**config.mk**
```make
export PLATFORM = sky130hd
export DESIGN_NAME = time_set_ctrl
export DESIGN_NICKNAME = d
export VERILOG_FILES = /design/src/rtl/time_set_ctrl.sv
export SDC_FILE = /design/constraint.sdc
export NUM_CORES = 1
export LEC_CHECK = 0
export BUFFER_PORTS_ARGS = -buffer_cell sky130_fd_sc_hd__buf_2
export CAP_MARGIN = 20
export CORE_ASPECT_RATIO = 1.4
export CORE_UTILIZATION = 57
export CTS_CLUSTER_DIAMETER = 120
export DETAILED_ROUTE_END_ITERATION = 10
export GPL_TIMING_DRIVEN = 0
export PLACE_DENSITY = 0.81
export SLEW_MARGIN = 40
export SYNTH_ARGS = -nofsm -noshare
export SYNTH_HDL_FRONTEND = slang
export SYNTH_SLANG_ARGS = --single-unit
export TNS_END_PERCENT = 20
```
**constraint.sdc**
```tcl
create_clock -name kh_clk -period 2.7 [get_ports kh_clk]
set_input_delay 0.675 -clock kh_clk [delete_from_list [all_inputs] [get_ports kh_clk]]
set_output_delay 0.675 -clock kh_clk [all_outputs]
set_load 0.02 [all_outputs]
```
**src/rtl/time_set_ctrl.sv**
```systemverilog
// Time-setting controller for the 24-hour clock: freezes the counter, edits hr/min/sec
// with mode/inc/dec (with auto-repeat), then loads the edited value back.
module time_set_ctrl #(
    parameter int unsigned REPEAT_DELAY = 500,
    parameter int unsigned REPEAT_RATE  = 100,
    parameter int unsigned TIMEOUT      = 10000,
    parameter int unsigned BLINK_HALF   = 250
) (
    input  logic        kh_clk,
    input  logic        reset,
    input  logic        mode_btn,
    input  logic        inc_btn,
    input  logic        dec_btn,
    input  logic        cancel_btn,
    input  logic [26:0] cur_time,
    output logic        run_en,
    output logic        load,
    output logic [26:0] load_time,
    output logic [16:0] edit_time,
    output logic [1:0]  field_sel,
    output logic        blink
);

    localparam int unsigned HoldW  = $clog2(REPEAT_DELAY + 1);
    localparam int unsigned IdleW  = $clog2(TIMEOUT + 1);
    localparam int unsigned BlinkW = $clog2(BLINK_HALF + 1);

    localparam logic [HoldW-1:0]  HoldMax   = HoldW'(REPEAT_DELAY);
    // Re-arming here makes the next step land exactly REPEAT_RATE edges later.
    localparam logic [HoldW-1:0]  HoldRearm = HoldW'(REPEAT_DELAY - REPEAT_RATE);
    localparam logic [IdleW-1:0]  IdleMax   = IdleW'(TIMEOUT);
    localparam logic [BlinkW-1:0] BlinkMax  = BlinkW'(BLINK_HALF);

    // Encoding doubles as the field_sel value.
    typedef enum logic [1:0] {
        StRun    = 2'd0,
        StSetHr  = 2'd1,
        StSetMin = 2'd2,
        StSetSec = 2'd3
    } state_e;

    state_e            state_q, state_d;
    logic              mode_q, inc_q, dec_q, cancel_q;
    logic [4:0]        hr_q, hr_d;
    logic [5:0]        min_q, min_d;
    logic [5:0]        sec_q, sec_d;
    logic              run_en_q, run_en_d;
    logic              load_q, load_d;
    logic [26:0]       load_time_q, load_time_d;
    logic [HoldW-1:0]  hold_q, hold_d;
    logic [IdleW-1:0]  idle_q, idle_d;
    logic [BlinkW-1:0] blink_cnt_q, blink_cnt_d;
    logic              blink_q, blink_d;

    logic mode_press, inc_press, dec_press, cancel_press, any_press;
    logic step, step_up;
    logic unused_ms;

    assign unused_ms = ^cur_time[9:0];

    assign mode_press   = mode_btn & ~mode_q;
    assign inc_press    = inc_btn & ~inc_q;
    assign dec_press    = dec_btn & ~dec_q;
    assign cancel_press = cancel_btn & ~cancel_q;
    assign any_press    = mode_press | inc_press | dec_press | cancel_press;
    assign step_up      = inc_btn;

    always_comb begin
        state_d     = state_q;
        hr_d        = hr_q;
        min_d       = min_q;
        sec_d       = sec_q;
        run_en_d    = run_en_q;
        load_d      = 1'b0;
        load_time_d = load_time_q;
        hold_d      = '0;
        idle_d      = '0;
        blink_d     = 1'b1;
        blink_cnt_d = '0;
        step        = 1'b0;

        if (state_q == StRun) begin
            if (mode_press) begin
                {hr_d, min_d, sec_d} = cur_time[26:10];
                run_en_d             = 1'b0;
                state_d              = StSetHr;
            end
        end else begin
            idle_d = idle_q + 1'b1;
            if (cancel_press) begin
                state_d  = StRun;
                run_en_d = 1'b1;
            end else if (mode_press) begin
                case (state_q)
                    StSetHr:  state_d = StSetMin;
                    StSetMin: state_d = StSetSec;
                    default: begin
                        load_d      = 1'b1;
                        load_time_d = {hr_q, min_q, sec_q, 10'd0};
                        run_en_d    = 1'b1;
                        state_d     = StRun;
                    end
                endcase
            end else begin
                if ((inc_press & ~dec_btn) | (dec_press & ~inc_btn)) begin
                    step = 1'b1;
                end else if (inc_btn ^ dec_btn) begin
                    if (hold_q + 1'b1 == HoldMax) begin
                        step   = 1'b1;
                        hold_d = HoldRearm;
                    end else begin
                        hold_d = hold_q + 1'b1;
                    end
                end
                if (!step && !any_press && (idle_q + 1'b1 == IdleMax)) begin
                    state_d  = StRun;
                    run_en_d = 1'b1;
                end
            end
        end

        if (step) begin
            case (state_q)
                StSetHr: begin
                    if (step_up) hr_d = (hr_q == 5'd23) ? 5'd0 : hr_q + 5'd1;
                    else         hr_d = (hr_q == 5'd0) ? 5'd23 : hr_q - 5'd1;
                end
                StSetMin: begin
                    if (step_up) min_d = (min_q == 6'd59) ? 6'd0 : min_q + 6'd1;
                    else         min_d = (min_q == 6'd0) ? 6'd59 : min_q - 6'd1;
                end
                StSetSec: begin
                    if (step_up) sec_d = (sec_q == 6'd59) ? 6'd0 : sec_q + 6'd1;
                    else         sec_d = (sec_q == 6'd0) ? 6'd59 : sec_q - 6'd1;
                end
                default: ;
            endcase
        end

        if (state_d != state_q) hold_d = '0;
        if (state_d == StRun || any_press || step) idle_d = '0;

        if (state_d != StRun) begin
            if (state_d != state_q || step) begin
                blink_d     = 1'b1;
                blink_cnt_d = '0;
            end else if (blink_cnt_q + 1'b1 == BlinkMax) begin
                blink_d     = ~blink_q;
                blink_cnt_d = '0;
            end else begin
                blink_d     = blink_q;
                blink_cnt_d = blink_cnt_q + 1'b1;
            end
        end
    end

    always_ff @(posedge kh_clk or negedge reset) begin
        if (!reset) begin
            state_q     <= StRun;
            mode_q      <= 1'b1;
            inc_q       <= 1'b1;
            dec_q       <= 1'b1;
            cancel_q    <= 1'b1;
            hr_q        <= '0;
            min_q       <= '0;
            sec_q       <= '0;
            run_en_q    <= 1'b1;
            load_q      <= 1'b0;
            load_time_q <= '0;
            hold_q      <= '0;
            idle_q      <= '0;
            blink_cnt_q <= '0;
            blink_q     <= 1'b1;
        end else begin
            state_q     <= state_d;
            mode_q      <= mode_btn;
            inc_q       <= inc_btn;
            dec_q       <= dec_btn;
            cancel_q    <= cancel_btn;
            hr_q        <= hr_d;
            min_q       <= min_d;
            sec_q       <= sec_d;
            run_en_q    <= run_en_d;
            load_q      <= load_d;
            load_time_q <= load_time_d;
            hold_q      <= hold_d;
            idle_q      <= idle_d;
            blink_cnt_q <= blink_cnt_d;
            blink_q     <= blink_d;
        end
    end

    assign run_en    = run_en_q;
    assign load      = load_q;
    assign load_time = load_time_q;
    assign edit_time = {hr_q, min_q, sec_q};
    assign field_sel = state_q;
    assign blink     = blink_q;

endmodule

```
# Yosys cells after proc, flatten, opt, wreduce, memory -nomap -nowiden
# Cells that the tools add are included.
# W data, S select, Z words.
classes:
  addsub: 9
  n_eq_ne: 13
  mux: 61
  bitwise_logic: 21
  reduce_logical: 17
ops:
  columns: ["op", "count"]
  rows:
  - ["$mux W6", 14]
  - ["$mux W9", 7]
  - ["$mux W5", 7]
  - ["$mux W14", 2]
  - ["$mux W8", 3]
  - ["$mux W1", 22]
  - ["$add A14 B1 Y14 const B", 1]
  - ["$eq A14 B14 Y1 const B", 1]
  - ["$add A6 B1 Y6 const B", 2]
  - ["$eq A6 B6 Y1 const B", 2]
  - ["$logic_not A6 Y1", 2]
  - ["$sub A6 B1 Y6 const B", 2]
  - ["$mux W2", 5]
  - ["$not A1 Y1", 10]
  - ["$add A9 B1 Y9 const B", 1]
  - ["$eq A9 B9 Y1 const B", 1]
  - ["$add A8 B1 Y8 const B", 1]
  - ["$eq A8 B8 Y1 const B", 1]
  - ["$and A1 B1 Y1", 6]
  - ["$add A5 B1 Y5 const B", 1]
  - ["$eq A5 B5 Y1 const B", 1]
  - ["$logic_not A5 Y1", 1]
  - ["$sub A5 B1 Y5 const B", 1]
  - ["$eq A2 B2 Y1 const B", 2]
  - ["other kinds (17)", 25]
word_totals:
  reg_bits: 74
  in_bits: 33
  out_inout_bits: 49
  wordCells: 136

# Depth between registers and ports, before layout
logic_depth:
  depth_word: 19
  depth_mapped: 9
  depth_no_buf: 8

# Least setup slack after synthesis
# OpenSTA, ideal clock, no wires.
synth_timing:
  path_type: "register -> register"
  startpoint: "register state_q[0], in the netlist field_sel[0]"
  endpoint: "register blink_cnt_q[3]"
  setup_ns: 0.133
  arrival_ns: 2.270
  required_time_ns: 2.567
  setup_slack_ns: 0.296
  path_stages_with_launch: 9
  period_less_slack_ns: 2.404
  path_cell_list: "dfrtp_1 > inv_1 > ha_1 > or3b_1 > a32o_1 > o21ai_1 > a221oi_1 > o311ai_4 > nor2_1"
synth_via:
  elab_chain_len: 9
  word_cells_on_any_way: 15
  cone_classes: "eq/ne (3); mux (9); reduce/logical (3)"
synth_lines:
  columns: ["item", "line", "rtl"]
  rows:
  - ["start, declared", "42", "state_e state_q, state_d;"]
  - ["start signal, assigned", "159", "state_q <= StRun;"]
  - ["start signal, assigned", "175", "state_q <= state_d;"]
  - ["$eq A2 B2 Y1 / $eq A2 B1 Y1 (equally long branches)", "94", "case (state_q)"]
  - ["$pmux W2 S2", "94", null]
  - ["$mux W2", "93", "end else if (mode_press) begin"]
  - ["$mux W2", "90", "if (cancel_press) begin"]
  - ["$mux W2", "82", "if (state_q == StRun) begin"]
  - ["$ne A2 B2 Y1", "144", "if (state_d != state_q || step) begin"]
  - ["$logic_or A1 B1 Y1", "144", null]
  - ["$mux W8", "144", null]
  - ["$mux W8 (*)", "143", "if (state_d != StRun) begin"]
  - ["net blink_cnt_d[3]", "52", "logic [BlinkW-1:0] blink_cnt_q, blink_cnt_d;"]
  - ["end signal, assigned", "188", "blink_cnt_q <= blink_cnt_d;"]
  - ["end, declared", "52", null]
# The timed path passes the listed nets; every way through them passes the cells marked *.
# A chain may end at the register's enable or synchronous reset.

# Worst setup path in the final report
layout_timing:
  startpoint: "register state_q[0], in the netlist field_sel[0]"
  endpoint: "register blink_cnt_q[5]"
# The elaborated chain is that of the path after synthesis.

==> impl_metrics.json <==
{
  "setup_tns_ns": 0,
  "synth_compound_area_share_pct": 13.0,
  "fillers": 633,
  "drive_above_1_share_pct": 24.7,
  "htree_levels": 3,
  "cts_buffers": 9,
  "muxShareOfSynthArea_pct": 8.67,
  "outcome": "finished, final reports clean",
  "max_freq_ghz": 0.394,
  "critPathArrivalTime_ns": 2.77,
  "die_y_um": 109,
  "seqCellArea_um2": 1860,
  "critPathMaxFanout": 8,
  "synth_top_family_by_area": "simple AND/OR/NAND/NOR gates",
  "irDropWorstVdd_mv": 0.670,
  "syn_inst": 480,
  "postSynthRegisterBits": 74,
  "cp_slowest_cell": "dfrtp_2",
  "reg2regPathDepth": 7,
  "fin_area_um2": 5400,
  "crit_chain": "inv_1 > ha_1 > or3b_1 > a32oi_1 > a221oi_1 > o311ai_4 > nor2_1",
  "firstDrtPassIters": 5,
  "hold_viol": 0,
  "grt_start_max_net_pins": 40,
  "slowest_delay_ns": 0.45,
  "cp-end-kind": "flip-flop",
  "setup_viol": 0,
  "routedWlPerCell_um": 15.7,
  "period_minus_slack_ns": 2.54,
  "slew_viol_final": 0,
  "first_iter_violations": 206,
  "start_kind": "flip-flop",
  "fin_nets": 612,
  "dominantRegCellSynth": "dfrtp_1",
  "synth-xor-area-share_pct": 7.12,
  "cts_sinks": 74,
  "core-area_um2": 7850,
  "fin_util_pct": 68.8,
  "fp-row-count": 38,
  "drc": 0,
  "dieArea_um2": 8570,
  "cts_tree": "built",
  "cts.clk_slew.worst_paths_ns": 0.08,
  "slew_headroom_pct": 45.4,
  "gp_congestion": 0.985,
  "dpl.hpwl_mm": 7.64,
  "die_w_um": 78.5,
  "io_pins": 82,
  "synth_top_area_cell": "dfrtp_1",
  "antenna-diode-count": 0,
  "synth_edf_count": 0,
  "reg2reg_slack_ns": 0.16,
  "worstMarginPinSlew_ns": 0.813,
  "grt-ovfl-total": 0,
  "placed_area_um2": 5160,
  "min_path_type": "input port to asynchronous set/reset pin",
  "antenna_found_initial": 0,
  "cts.path.max_buffers": 2,
  "synth_simple_gate_area_share_pct": 22.0,
  "post_cts_buffers": 0,
  "grt_pass1_wl_mm": 17.3,
  "required_ns": 2.94,
  "syn_to_final_growth_pct": 15.5,
  "p_per_area_nw_per_um2": 961,
  "power_leakage_nw": 2.44,
  "grt_use_total_pct": 26.1,
  "clockRootBuffer": "clkbuf_8",
  "finalWirelength_mm": 10.5,
  "ys_warn_count": 0,
  "synth_top_area_share_pct": 36.4,
  "synth.avg_cell_area_um2": 9.74,
  "num_vias": 3943,
  "clk-insertion-delay-late_ns": 0.36,
  "rsz0062_at_grt": "false",
  "syn-cell-area_um2": 4670,
  "maxCapViolCount": 0,
  "grt_pass1_vias": 3973,
  "synth_fa_ha_area_share_pct": 4.55,
  "finalClockSkew_ns": 0.00842,
  "viasPerCell": 5.91,
  "async_reset_ff_share_pct": 100,
  "ys_types": 68,
  "finalCritPeriodShare_pct": 94.0,
  "start_util_pct": 59.6,
  "multi_input_area_um2": 2620,
  "crit_type": "flip-flop to flip-flop",
  "ys_seq_area_share_pct": 39.8,
  "ys_top_cells_by_area": "dfrtp_1 (36%), ha_1 (4.6%), mux2_2 (4.3%)",
  "io_buffer_count": 61,
  "antenna_left": 0
}
-- final cells by class --
cell class                 instances  area share [%]
multi-input combinational        370            48.6
sequential                        74            34.5
buffer                            32            3.27
clock buffer                      10            2.36
tap                              100            2.32
clock inverter                     6            1.95
inverter                          13           0.904
timing repair buffer              62            6.14
-- layout by cell type (no fill, tap or decap), types with 4 or more instances in the layout --
cell type  count
a211oi_1       8
a21oi_1       27
a311oi_1       7
and2_1         4
and3_1         8
buf_2         68
buf_4         10
clkbuf_1      12
clkbuf_8       9
conb_1        10
dfrtp_1       66
dfstp_2        6
ha_1          17
inv_1         13
mux2_2        18
mux2i_1       18
nand2_1       33
nand2b_1       6
nand3_1       23
nand4_1        8
nor2_1        49
nor2b_1        6
nor3_1        10
nor3b_1        6
o211ai_1       4
o21a_1         4
o21ai_0       16
xnor2_1       16
xor2_1        22
-- through the flow --
step / hold WS (ns) / power [W] / std cells / worst slack [ns]
6_report: 0.194 / 0.00519 / 667 / 0.163
5_1_grt: 0.199 / 0.00554 / 667 / 0.0242
4_1_cts: 0.195 / 0.00519 / 667 / 0.0456
3_5_place_dp: 0.457 / 0.00416 / 651 / 0.0466
3_3_place_gp: 0.454 / 0.00406 / 650 / 0.0789
2_1_floorplan: 0.379 / 0.00348 / 489 / 0.296
-- flip-flops by register name, indices dropped and copies added (netlist names) --
register and cells:
hold_q 9, cancel_q 1, dec_q 1, idle_q 14, sec_q 6, min_q 6, load 1, run_en 1
field_sel 2, blink_cnt_q 8, load_time 17, blink 1, mode_q 1, hr_q 5, inc_q 1
-- report_power, final --
group | leakage, nW | switching (W) | internal [W] | total (W)
sequential | 0.939 | 0.000337 | 0.00142 | 0.00176
clock | 0.120 | 0.000407 | 0.000609 | 0.00102
combinational | 1.38 | 0.00145 | 0.000967 | 0.00241
total | 2.44 | 0.00219 | 0.00300 | 0.00519
-- cell usage after synthesis, types with 6 or more instances --
| master | number |
|---|---|
| inv_1 | 13 |
| a311oi_1 | 7 |
| mux2_2 | 18 |
| nor3_1 | 10 |
| dfrtp_1 | 68 |
| a211oi_1 | 8 |
| buf_4 | 10 |
| mux2i_1 | 18 |
| nor2b_1 | 6 |
| dfstp_2 | 6 |
| xnor2_1 | 16 |
| ha_1 | 17 |
| and3_1 | 8 |
| nand3_1 | 23 |
| buf_2 | 8 |
| o21ai_0 | 16 |
| nor3b_1 | 6 |
| nand4_1 | 8 |
| clkbuf_1 | 11 |
| nand2_1 | 33 |
| a21oi_1 | 27 |
| nand2b_1 | 6 |
| nor2_1 | 49 |
| xor2_1 | 22 |
-- logic make-up after synthesis --
family	Yosys count
AND/OR/NAND/NOR	180
multiplexers	37
AO/OA/AOI/OAI	88
XOR/XNOR	38
flip-flops	74
buffers and inverters	45
other	1
adder cells (fa/ha/maj)	17
-- critical path, delay by kind of cell, from the launching register on --
kind | cells | cell delay (ns)
simple gates | 2 | 0.53
flops | 1 | 0.45
compound gates | 3 | 1.03
fa+ha+maj | 1 | 0.29
buf+inv | 1 | 0.11
-- timing repair --
item | in CTS | in global routing
resized for setup | 0 | 2
endpoints found under the setup margin | 0 | 15
hold buffers | 0 | 0
-- per-layer routing --
metal	wire (µm)	share of wire, %	vias up	GRT usage (%)
met5	0	0	-	0
met4	259	2.5	0	13.5
met3	489	4.7	24	6.53
met2	5500	53	128	46.0
met1	4200	40	1918	28.8
li1	-	-	1873	-
-- worst paths after layout --
kind | startpoint | end
setup / recovery | field_sel[0] | blink_cnt_q[5]
hold / removal | reset | blink_cnt_q[4]
setup reg to reg | field_sel[0] | blink_cnt_q[5]
hold reg to reg | hold_q[0] | hold_q[0]
max in group asynchronous | reset | run_en
min in group kh_clk | mode_btn | mode_q
No activity file was read; power rests on OpenSTA's default activity.
